## src/rtl/bus_interface_unit_pkg.sv

```systemverilog
// bus_interface_unit_pkg: shared encodings, reset address and lane helpers for the bus interface unit
package bus_interface_unit_pkg;
  localparam logic [63:0] RESET_PC_DEF = 64'hE000_0000_0000_0000;
  typedef enum logic [1:0] {SZ_B, SZ_H, SZ_W, SZ_D} size_e;
  typedef enum logic [2:0] {IDLE, FETCH, FETCH_HI, DATA, DATA_HI} state_e;
  function automatic logic [7:0] size_mask(size_e s);
    return s == SZ_B ? 8'h01 : s == SZ_H ? 8'h03 : s == SZ_W ? 8'h0f : 8'hff;
  endfunction
  function automatic logic [63:0] replicate(logic [63:0] d, size_e s);
    return s == SZ_B ? {8{d[7:0]}} : s == SZ_H ? {4{d[15:0]}} : s == SZ_W ? {2{d[31:0]}} : d;
  endfunction
  function automatic logic [63:0] extend(logic [63:0] v, size_e s, logic sg);
    return s == SZ_B ? {{56{sg & v[7]}}, v[7:0]} :
           s == SZ_H ? {{48{sg & v[15]}}, v[15:0]} :
           s == SZ_W ? {{32{sg & v[31]}}, v[31:0]} : v;
  endfunction
endpackage

```

## src/rtl/bus_interface_unit_ifq.sv

```systemverilog
// bus_ifq: instruction packet FIFO with flush, head visible combinationally
module bus_ifq #(
  parameter int QDEPTH = 4,
  parameter int WIDTH = 64
) (
  input  logic             clk_i,
  input  logic             reset_i,
  input  logic             flush_i,
  input  logic             push_i,
  input  logic [WIDTH-1:0] push_dat_i,
  input  logic             pop_i,
  output logic             vld_o,
  output logic             full_o,
  output logic [WIDTH-1:0] dat_o
);
  localparam int AW = $clog2(QDEPTH);
  logic [WIDTH-1:0] mem [QDEPTH];
  logic [AW-1:0] rd, wr;
  logic [AW:0] cnt;
  logic do_push, do_pop;
  assign vld_o = cnt != '0;
  assign full_o = cnt == (AW+1)'(QDEPTH);
  assign dat_o = mem[rd];
  assign do_pop = pop_i && vld_o;
  assign do_push = push_i && (!full_o || do_pop);
  // pointers and occupancy; a flush empties the queue regardless of push/pop
  always_ff @(posedge clk_i) begin
    if (reset_i || flush_i) begin
      rd <= '0;
      wr <= '0;
      cnt <= '0;
    end else begin
      rd <= rd + AW'(do_pop);
      wr <= wr + AW'(do_push);
      cnt <= cnt + (AW+1)'(do_push) - (AW+1)'(do_pop);
    end
  end
  // packet storage
  always_ff @(posedge clk_i) if (do_push && !flush_i) mem[wr] <= push_dat_i;
endmodule

```

## src/rtl/bus_interface_unit.sv

```systemverilog
// bus_interface_unit: single-master bus sequencer for instruction prefetch and CPU loads/stores
module bus_interface_unit
  import bus_interface_unit_pkg::*;
#(
  parameter int          DW = 64,
  parameter int          QDEPTH = 4,
  parameter logic [63:0] RESET_PC = RESET_PC_DEF
) (
  input  logic                        clk_i,
  input  logic                        reset_i,
  output logic [63-$clog2(DW/8):0]    adr_o,
  output logic                        cyc_o,
  output logic                        stb_o,
  output logic [DW/8-1:0]             sel_o,
  output logic                        we_o,
  output logic                        vpa_o,
  output logic [DW-1:0]               dat_o,
  input  logic [DW-1:0]               dat_i,
  input  logic                        ack_i,
  input  logic                        req_i,
  input  logic                        req_we_i,
  input  logic [1:0]                  req_size_i,
  input  logic                        req_signed_i,
  input  logic [63:0]                 req_adr_i,
  input  logic [63:0]                 req_dat_i,
  output logic                        req_rdy_o,
  output logic                        rsp_vld_o,
  output logic [63:0]                 rsp_dat_o,
  output logic                        misalign_o,
  input  logic                        flush_i,
  input  logic [63:0]                 flush_adr_i,
  output logic                        ifq_vld_o,
  output logic [63:0]                 ifq_dat_o,
  input  logic                        ifq_pop_i
);
  localparam int LB = $clog2(DW / 8);
  localparam int SW = DW / 8;
  localparam int AW = 64 - LB;
  state_e state;
  size_e size_q, rsz;
  logic sgn_q, discard_q, full, acc, mis, hi, drop, push, dword;
  logic [2:0] off_q;
  logic [31:0] dq;
  logic [63:0] fp, lo_q, nfp, bus64, rep, ld;
  assign stb_o = cyc_o;
  assign req_rdy_o = state == IDLE && !misalign_o && !rsp_vld_o && !reset_i;
  // request decode, read-data assembly and lane steering
  always_comb begin
    rsz = size_e'(req_size_i);
    acc = req_i && req_rdy_o;
    mis = |(req_adr_i[2:0] & 3'((4'd1 << req_size_i) - 4'd1));
    nfp = flush_i ? flush_adr_i & ~64'h7 : fp;
    hi = state == FETCH_HI || state == DATA_HI;
    drop = discard_q || flush_i;
    dword = DW == 32 && size_q == SZ_D;
    push = cyc_o && ack_i && !drop && (state == FETCH_HI || (state == FETCH && DW == 64));
    bus64 = hi ? (64'(dat_i) << 32) | lo_q : 64'(dat_i);
    rep = replicate(req_dat_i, rsz);
    ld = extend(bus64 >> {off_q[LB-1:0], 3'b000}, size_q, sgn_q);
  end
  // bus sequencer: every bus output is registered and held until ack
  always_ff @(posedge clk_i) begin
    rsp_vld_o <= 1'b0;
    misalign_o <= 1'b0;
    if (reset_i) begin
      state <= FETCH;
      cyc_o <= 1'b1;
      vpa_o <= 1'b1;
      we_o <= 1'b0;
      sel_o <= '1;
      adr_o <= RESET_PC[63:LB];
      dat_o <= '0;
      fp <= RESET_PC;
      discard_q <= 1'b0;
      rsp_dat_o <= '0;
    end else begin
      fp <= flush_i ? nfp : push ? fp + 64'd8 : fp;
      discard_q <= state != IDLE && drop;
      case (state)
        IDLE:
          if (acc && mis) misalign_o <= 1'b1;
          else if (acc) begin
            state <= DATA;
            cyc_o <= 1'b1;
            vpa_o <= 1'b0;
            we_o <= req_we_i;
            sel_o <= SW'(size_mask(rsz) << req_adr_i[LB-1:0]);
            adr_o <= req_adr_i[63:LB];
            dat_o <= rep[DW-1:0];
            size_q <= rsz;
            sgn_q <= req_signed_i;
            off_q <= req_adr_i[2:0];
            dq <= req_dat_i[63:32];
          end else if (!full) begin
            state <= FETCH;
            cyc_o <= 1'b1;
            vpa_o <= 1'b1;
            we_o <= 1'b0;
            sel_o <= '1;
            adr_o <= nfp[63:LB];
          end
        FETCH:
          if (ack_i) begin
            cyc_o <= 1'b0;
            lo_q <= 64'(dat_i);
            state <= DW == 64 || drop ? IDLE : FETCH_HI;
          end
        FETCH_HI:
          if (!cyc_o) begin
            if (drop) state <= IDLE;
            else begin
              cyc_o <= 1'b1;
              adr_o <= adr_o + AW'(1);
            end
          end else if (ack_i) begin
            cyc_o <= 1'b0;
            state <= IDLE;
          end
        DATA:
          if (ack_i) begin
            cyc_o <= 1'b0;
            lo_q <= 64'(dat_i);
            if (dword) state <= DATA_HI;
            else begin
              state <= IDLE;
              rsp_vld_o <= 1'b1;
              rsp_dat_o <= we_o ? '0 : ld;
            end
          end
        DATA_HI:
          if (!cyc_o) begin
            cyc_o <= 1'b1;
            adr_o <= adr_o + AW'(1);
            dat_o <= DW'(dq);
          end else if (ack_i) begin
            cyc_o <= 1'b0;
            state <= IDLE;
            rsp_vld_o <= 1'b1;
            rsp_dat_o <= we_o ? '0 : ld;
          end
        default: state <= IDLE;
      endcase
    end
  end
  bus_ifq #(.QDEPTH(QDEPTH), .WIDTH(64)) u_ifq (
    .clk_i(clk_i),
    .reset_i(reset_i),
    .flush_i(flush_i),
    .push_i(push),
    .push_dat_i(bus64),
    .pop_i(ifq_pop_i),
    .vld_o(ifq_vld_o),
    .full_o(full),
    .dat_o(ifq_dat_o)
  );
endmodule

```

## config.mk

```make
export PLATFORM = sky130hd
export DESIGN_NAME = bus_interface_unit
export DESIGN_NICKNAME = d
export VERILOG_FILES = /design/src/rtl/bus_interface_unit_pkg.sv /design/src/rtl/bus_interface_unit_ifq.sv /design/src/rtl/bus_interface_unit.sv
export SDC_FILE = /design/constraint.sdc
export NUM_CORES = 1
export LEC_CHECK = 0
export ABC_AREA = 1
export CAP_MARGIN = 20
export CORE_MARGIN = 10
export CORE_UTILIZATION = 45
export CTS_CLUSTER_SIZE = 28
export DETAILED_ROUTE_END_ITERATION = 10
export PLACE_DENSITY = 0.69
export SETUP_SLACK_MARGIN = 0.2
export SLEW_MARGIN = 20
export SYNTH_ARGS = -nofsm -noshare
export SYNTH_HDL_FRONTEND = slang
export SYNTH_HIERARCHICAL = 1
export SYNTH_SLANG_ARGS = --single-unit
```

## constraint.sdc

```tcl
create_clock -name clk_i -period 7.7 [get_ports clk_i]
set_input_delay 1.54 -clock clk_i [delete_from_list [all_inputs] [get_ports clk_i]]
set_output_delay 1.54 -clock clk_i [all_outputs]
set_load 0.1 [all_outputs]
```

==> flow_metrics.tcl, run 1 <==
set metrics [dict create \
    status "finished, final reports clean" \
    yosysWarningCount 6 \
    multi_input_area_sq_um 13700 \
    drv_slew 0 \
    p_seq_frac 0.431 \
    worst-path-max-fanout 70 \
    clock_latency_ps 630 \
    critical_path_class "flip-flop to primary output" \
    ys_ff_latch 632 \
    root_buffer "clkbuf_16" \
    ir_drop_uv 167 \
    cts_resized 0 \
    grt_pass1_wl_mm 187 \
    drive_gt1_frac 0.0503 \
    yosysUniqueCellTypes 60 \
    cts_max_path_buffers 3 \
    power.density_nw_per_um2 218 \
    drt-initial-drc-count 4002 \
    swShare 0.313 \
    grt_overflow_total 0 \
    crit_arrival_ps 3820 \
    setup_viol_count_final 0 \
    nNetsFinal 4788 \
    fmax_mhz 187 \
    die_x_um 290 \
    dp_slack_ps 2300 \
    setup-tns-final_ps 0 \
    p_clk_frac 0.387 \
    utilization 0.568 \
    finalWirelength_mm 127 \
    io_buffers 531 \
    min_path_type "flip-flop to flip-flop" \
    seq_area_frac_synth 0.495 \
    clock_sinks 632 \
    syn_area_sq_um 32800 \
    tightest_slew_ps 1150 \
    htree_num_levels 3 \
    vias_per_cell 5.68 \
    rsz0062_at_grt "no" \
    critPathLaunchType "flip-flop" \
    die_h_um 290 \
    cts_setup_buffers 0 \
    layout.cells.most_common_list "1,075 x nand2_1, 528 x clkdlybuf4s50_1, 407 x inv_1, 358 x edfxtp_1, 292 x nand3_1" \
    finalPower_mw 8.89 \
    grt_max_degree 258 \
    cts-buffers-inserted 73 \
    gp_congestion 1.02 \
    grtUsageTotal 0.286 \
    place_area_sq_um 38400 \
    slew_headroom 0.232 \
    layout.cells.non_filler 5535 \
    core-area_sq_um 71900 \
    synth_ff_type "edfxtp_1" \
    syn_inst 4122 \
    share_comb_of_total_power 0.182 \
    intPower_mw 6.11 \
    die_area_sq_um 84000 \
    cap_violations 0 \
    p_leak_nw 15.3 \
    vias 31400 \
    finalWorstSetupSlack_ps 2340 \
    hold_violations 0 \
    postSynth.asyncResetShare 0 \
    syn2layout_area_growth_pct 24.5 \
    stdcell_area_sq_um 40800 \
    drc 0 \
    ant_nets 0 \
    end_kind "primary output" \
    fin_skew_ps 29.7 \
    syn-mean-instance-area_sq_um 7.95 \
    grt_pass1_vias 28800 \
    first_pass_iters 6 \
    period_share 0.696 \
    switchingPower_mw 2.79 \
    io_pins 535 \
    fillers 6637 \
    cts_hold_buffers 0 \
    synth_nets 4395 \
    antenna_found_initial 18 \
    fin_crit_ps 5360 \
    hold-worst-slack_ps 461 \
    cts_tree "built" \
    layout_commonest_cell "nand2_1" \
    dp_cells 5390 \
    wl_per_cell_um 22.9 \
    critical_path_required_ps 6160 \
    synth_edf_count 358 \
    seq_area_sq_um 16200 \
    hpwl_mm 91.9 \
    initial_core_util 0.456 \
    rows 98 \
    clk_pin_slew_ps 60 \
]
## kinds of logic (layout without fill, tap and decap cells)
group	Yosys count	in the layout	share of synthesized area
simple gates	1830	1830	0.236
compound gates	890	890	0.157
buf+inv	684	1133	0.0870
flops	632	632	0.495
xor+xnor	78	78	0.0208
fa+ha+maj	7	7	0.00290
mux	1	1	0.000305
other cells	0	14	0
## registers in the layout (all words and copies together), names as in the netlist, 8 cells and up
signal / cells
adr_o: 61
dat_o: 64
dq: 32
fp: 61
lo_q: 64
rsp_dat_o: 64
sel_o: 8
u_ifq/mem: 256
## layout make-up
| class | instances | share of cell area |
|---|---|---|
| clock inverter | 31 | 0.00788 |
| timing repair buffer | 568 | 0.137 |
| tap | 950 | 0.0291 |
| antenna | 14 | 0.000858 |
| sequential | 632 | 0.398 |
| clock buffer | 100 | 0.0502 |
| inverter | 434 | 0.0399 |
| multi-input combinational | 2806 | 0.337 |
## synth_stat cells, types with 7 or more instances
cell	instances	area, sq um
buf_1	16	60.1
nand2_1	1075	4040
o211ai_1	152	1140
nor4_1	8	50.1
a31oi_1	97	607
buf_4	13	97.6
o21ai_1	53	265
inv_1	412	1550
nand4_1	76	475
o21bai_1	12	90.1
a21oi_1	237	1190
dfxtp_1	274	5490
nor2_2	7	43.8
buf_6	19	214
o21ai_0	285	1430
a211oi_1	10	75.1
or2_2	21	131
clkbuf_1	127	477
nor2_1	261	980
nand3_1	292	1460
buf_2	75	375
xnor2_1	25	219
xor2_1	53	464
edfxtp_1	358	10800
inv_2	17	63.8
o221ai_1	7	61.3
nor3_1	58	290
## metal layers
layer  track usage  routed length (um)
met5             0                  69
met4         0.122                5530
met3        0.0752               13700
met2         0.433               55700
met1         0.381               51700
## path summary, 6_finish.rpt
kind	from	to	slack, ps	depth (start not counted)
max	u_ifq/rd[1]	ifq_dat_o[59]	2340	4
min	sel_o[4]	sel_o[4]	460	2
max reg2reg	state[1]	rsp_dat_o[40]	3790	14
min reg2reg	sel_o[4]	sel_o[4]	460	2
## critical path, stage by stage, from the launching register on
cell	delay (ps)
dfxtp_4	800
buf_4	760
o211ai_1	220
nand2_1	180
clkdlybuf4s50_1	1160
## power by group through the flow
stage          registers (mW)  logic, mW  clock network (mW)
3_3_place_gp             3.90       1.58                   0
3_5_place_dp             3.90       1.60                   0
6_report                 3.83       1.62                3.45
5_1_grt                  3.84       1.70                3.62
2_1_floorplan            4.30      0.609                   0
4_1_cts                  3.83       1.60                3.49
Power figures use the tool's default switching activity.
==> run 2, diff against run 1 <==
- clock period: 7.7 -> 5.4 ns (I/O delays scaled with it)
==> flow_metrics.tcl, run 2 (synthesized netlist as in run 1, its figures left out) <==
set metrics [dict create \
    hold-worst-slack_ps 461 \
    wl_per_cell_um 23.1 \
    vias 31400 \
    setup-tns-final_ps 0 \
    antenna_found_initial 24 \
    startpoint "u_ifq/rd[1]" \
    io_pins 535 \
    intPower_mw 8.89 \
    critical_path_class "flip-flop to primary output" \
    htree_num_levels 3 \
    rr_endpoint "rsp_dat_o[36]" \
    finalWirelength_mm 128 \
    p_clk_frac 0.396 \
    crit_end "ifq_dat_o[31]" \
    top_register "u_ifq/mem" \
    grt_pass1_vias 29000 \
    ir_drop_uv 309 \
    setup_viol_count_final 0 \
    cts-buffers-inserted 72 \
    r2r_slack_ps 1720 \
    swShare 0.311 \
    nNetsFinal 4803 \
    grt_overflow_total 0 \
    r2r_start "state[1]" \
    hold_violations 0 \
    switchingPower_mw 4.01 \
    status "finished, final reports clean" \
    die_area_sq_um 84000 \
    die_x_um 290 \
    fmax_mhz 216 \
    cts_hold_buffers 0 \
    slew_headroom 0.234 \
    die_h_um 290 \
    cap_violations 0 \
    drt-initial-drc-count 3669 \
    layout.cells.non_filler 5555 \
    cts_setup_buffers 0 \
    utilization 0.573 \
    power.density_nw_per_um2 313 \
    share_comb_of_total_power 0.179 \
    hpwl_mm 95.8 \
    cts_tree "built" \
    fin_crit_ps 4630 \
    critPathLaunchType "flip-flop" \
    drc 0 \
    syn2layout_area_growth_pct 25.7 \
    drv_slew 0 \
    grt_pass1_wl_mm 189 \
    grtUsageTotal 0.290 \
    worst-path-max-fanout 79 \
    grt_max_degree 93 \
    clock_sinks 632 \
    layout.cells.most_common_list "1,074 x nand2_1, 528 x clkdlybuf4s50_1, 407 x inv_1, 358 x edfxtp_1, 292 x nand3_1" \
    first_pass_iters 8 \
    critical_path_required_ps 4320 \
    p_leak_nw 15.5 \
    fin_skew_ps 30.3 \
    rows 98 \
    core-area_sq_um 71900 \
    period_share 0.857 \
    crit_arrival_ps 3550 \
    io_buffers 531 \
    drive_gt1_frac 0.0564 \
    root_buffer "clkbuf_16" \
    cts_resized 0 \
    p_seq_frac 0.424 \
    clock_latency_ps 630 \
    ant_nets 0 \
    min_path_type "flip-flop to flip-flop" \
    finalPower_mw 12.9 \
    cts_max_path_buffers 3 \
    dp_cells 5406 \
    clk_pin_slew_ps 60 \
    largest_reg_flops 256 \
    initial_core_util 0.456 \
    layout_commonest_cell "nand2_1" \
    rsz0062_at_grt "no" \
    end_kind "primary output" \
    gp_congestion 1.01 \
    vias_per_cell 5.65 \
    tightest_slew_ps 1150 \
    rr_worst_depth 12 \
]
[run 2: changes by cell type in the layout (fill, tap and decap cells not counted), moves of 3 or more]
cell and delta:
buf_12 +10, buf_4 +6, clkinv_1 -8, clkinv_2 +6, clkinv_8 -3
[run 2: layer usage]
layer	wire length [um]	vias to the layer above	global-route usage
met5	107	-	0
met1	51300	14700	0.378
met3	14600	215	0.0843
li1	-	14800	-
met4	4640	16	0.116
met2	57700	1583	0.446
[run 2: layout make-up]
type | count | area [sq um]
Fill cell | 6649 | 30700
Timing Repair Buffer | 584 | 5860
Tap cell | 950 | 1190
Multi-Input combinational cell | 2806 | 13700
Sequential cell | 632 | 16200
Antenna cell | 16 | 40.0
Inverter | 434 | 1630
Clock buffer | 101 | 2100
Clock inverter | 32 | 385
[run 2: through the flow]
step	setup slack, ps	area (sq um)
final	770	41200
after global routing	638	41200
after CTS	724	41100
after detailed placement	1010	38700
after global placement	1050	38700
after floorplan	286	32800
[run 2: how the worst min path moves through the flow]
stage                        startpoint  cells after the start  slack (ps)            end
after floorplan                  fp[47]                      2         490         fp[47]
after global placement         sel_o[4]                      2         450       sel_o[4]
after detailed placement       sel_o[4]                      2         450       sel_o[4]
after CTS                 rsp_dat_o[11]                      2         460  rsp_dat_o[11]
after global routing          dat_o[41]                      2         490      dat_o[41]
final                     rsp_dat_o[34]                      2         460  rsp_dat_o[34]
[run 2: worst max-delay path, stage by stage (launching register included)]
cell and delay (ps):
dfxtp_4 960, buf_4 450, o211ai_1 140, nand2_1 190, clkdlybuf4s50_1 1180
[run 2: power groups by stage]
stage / combinational (mW) / clock [mW] / sequential, mW
after floorplan: 0.869 / 0 / 6.13
after global placement: 2.27 / 0 / 5.56
after detailed placement: 2.29 / 0 / 5.56
after CTS: 2.30 / 5.17 / 5.46
after global routing: 2.44 / 5.37 / 5.49
final: 2.31 / 5.11 / 5.47
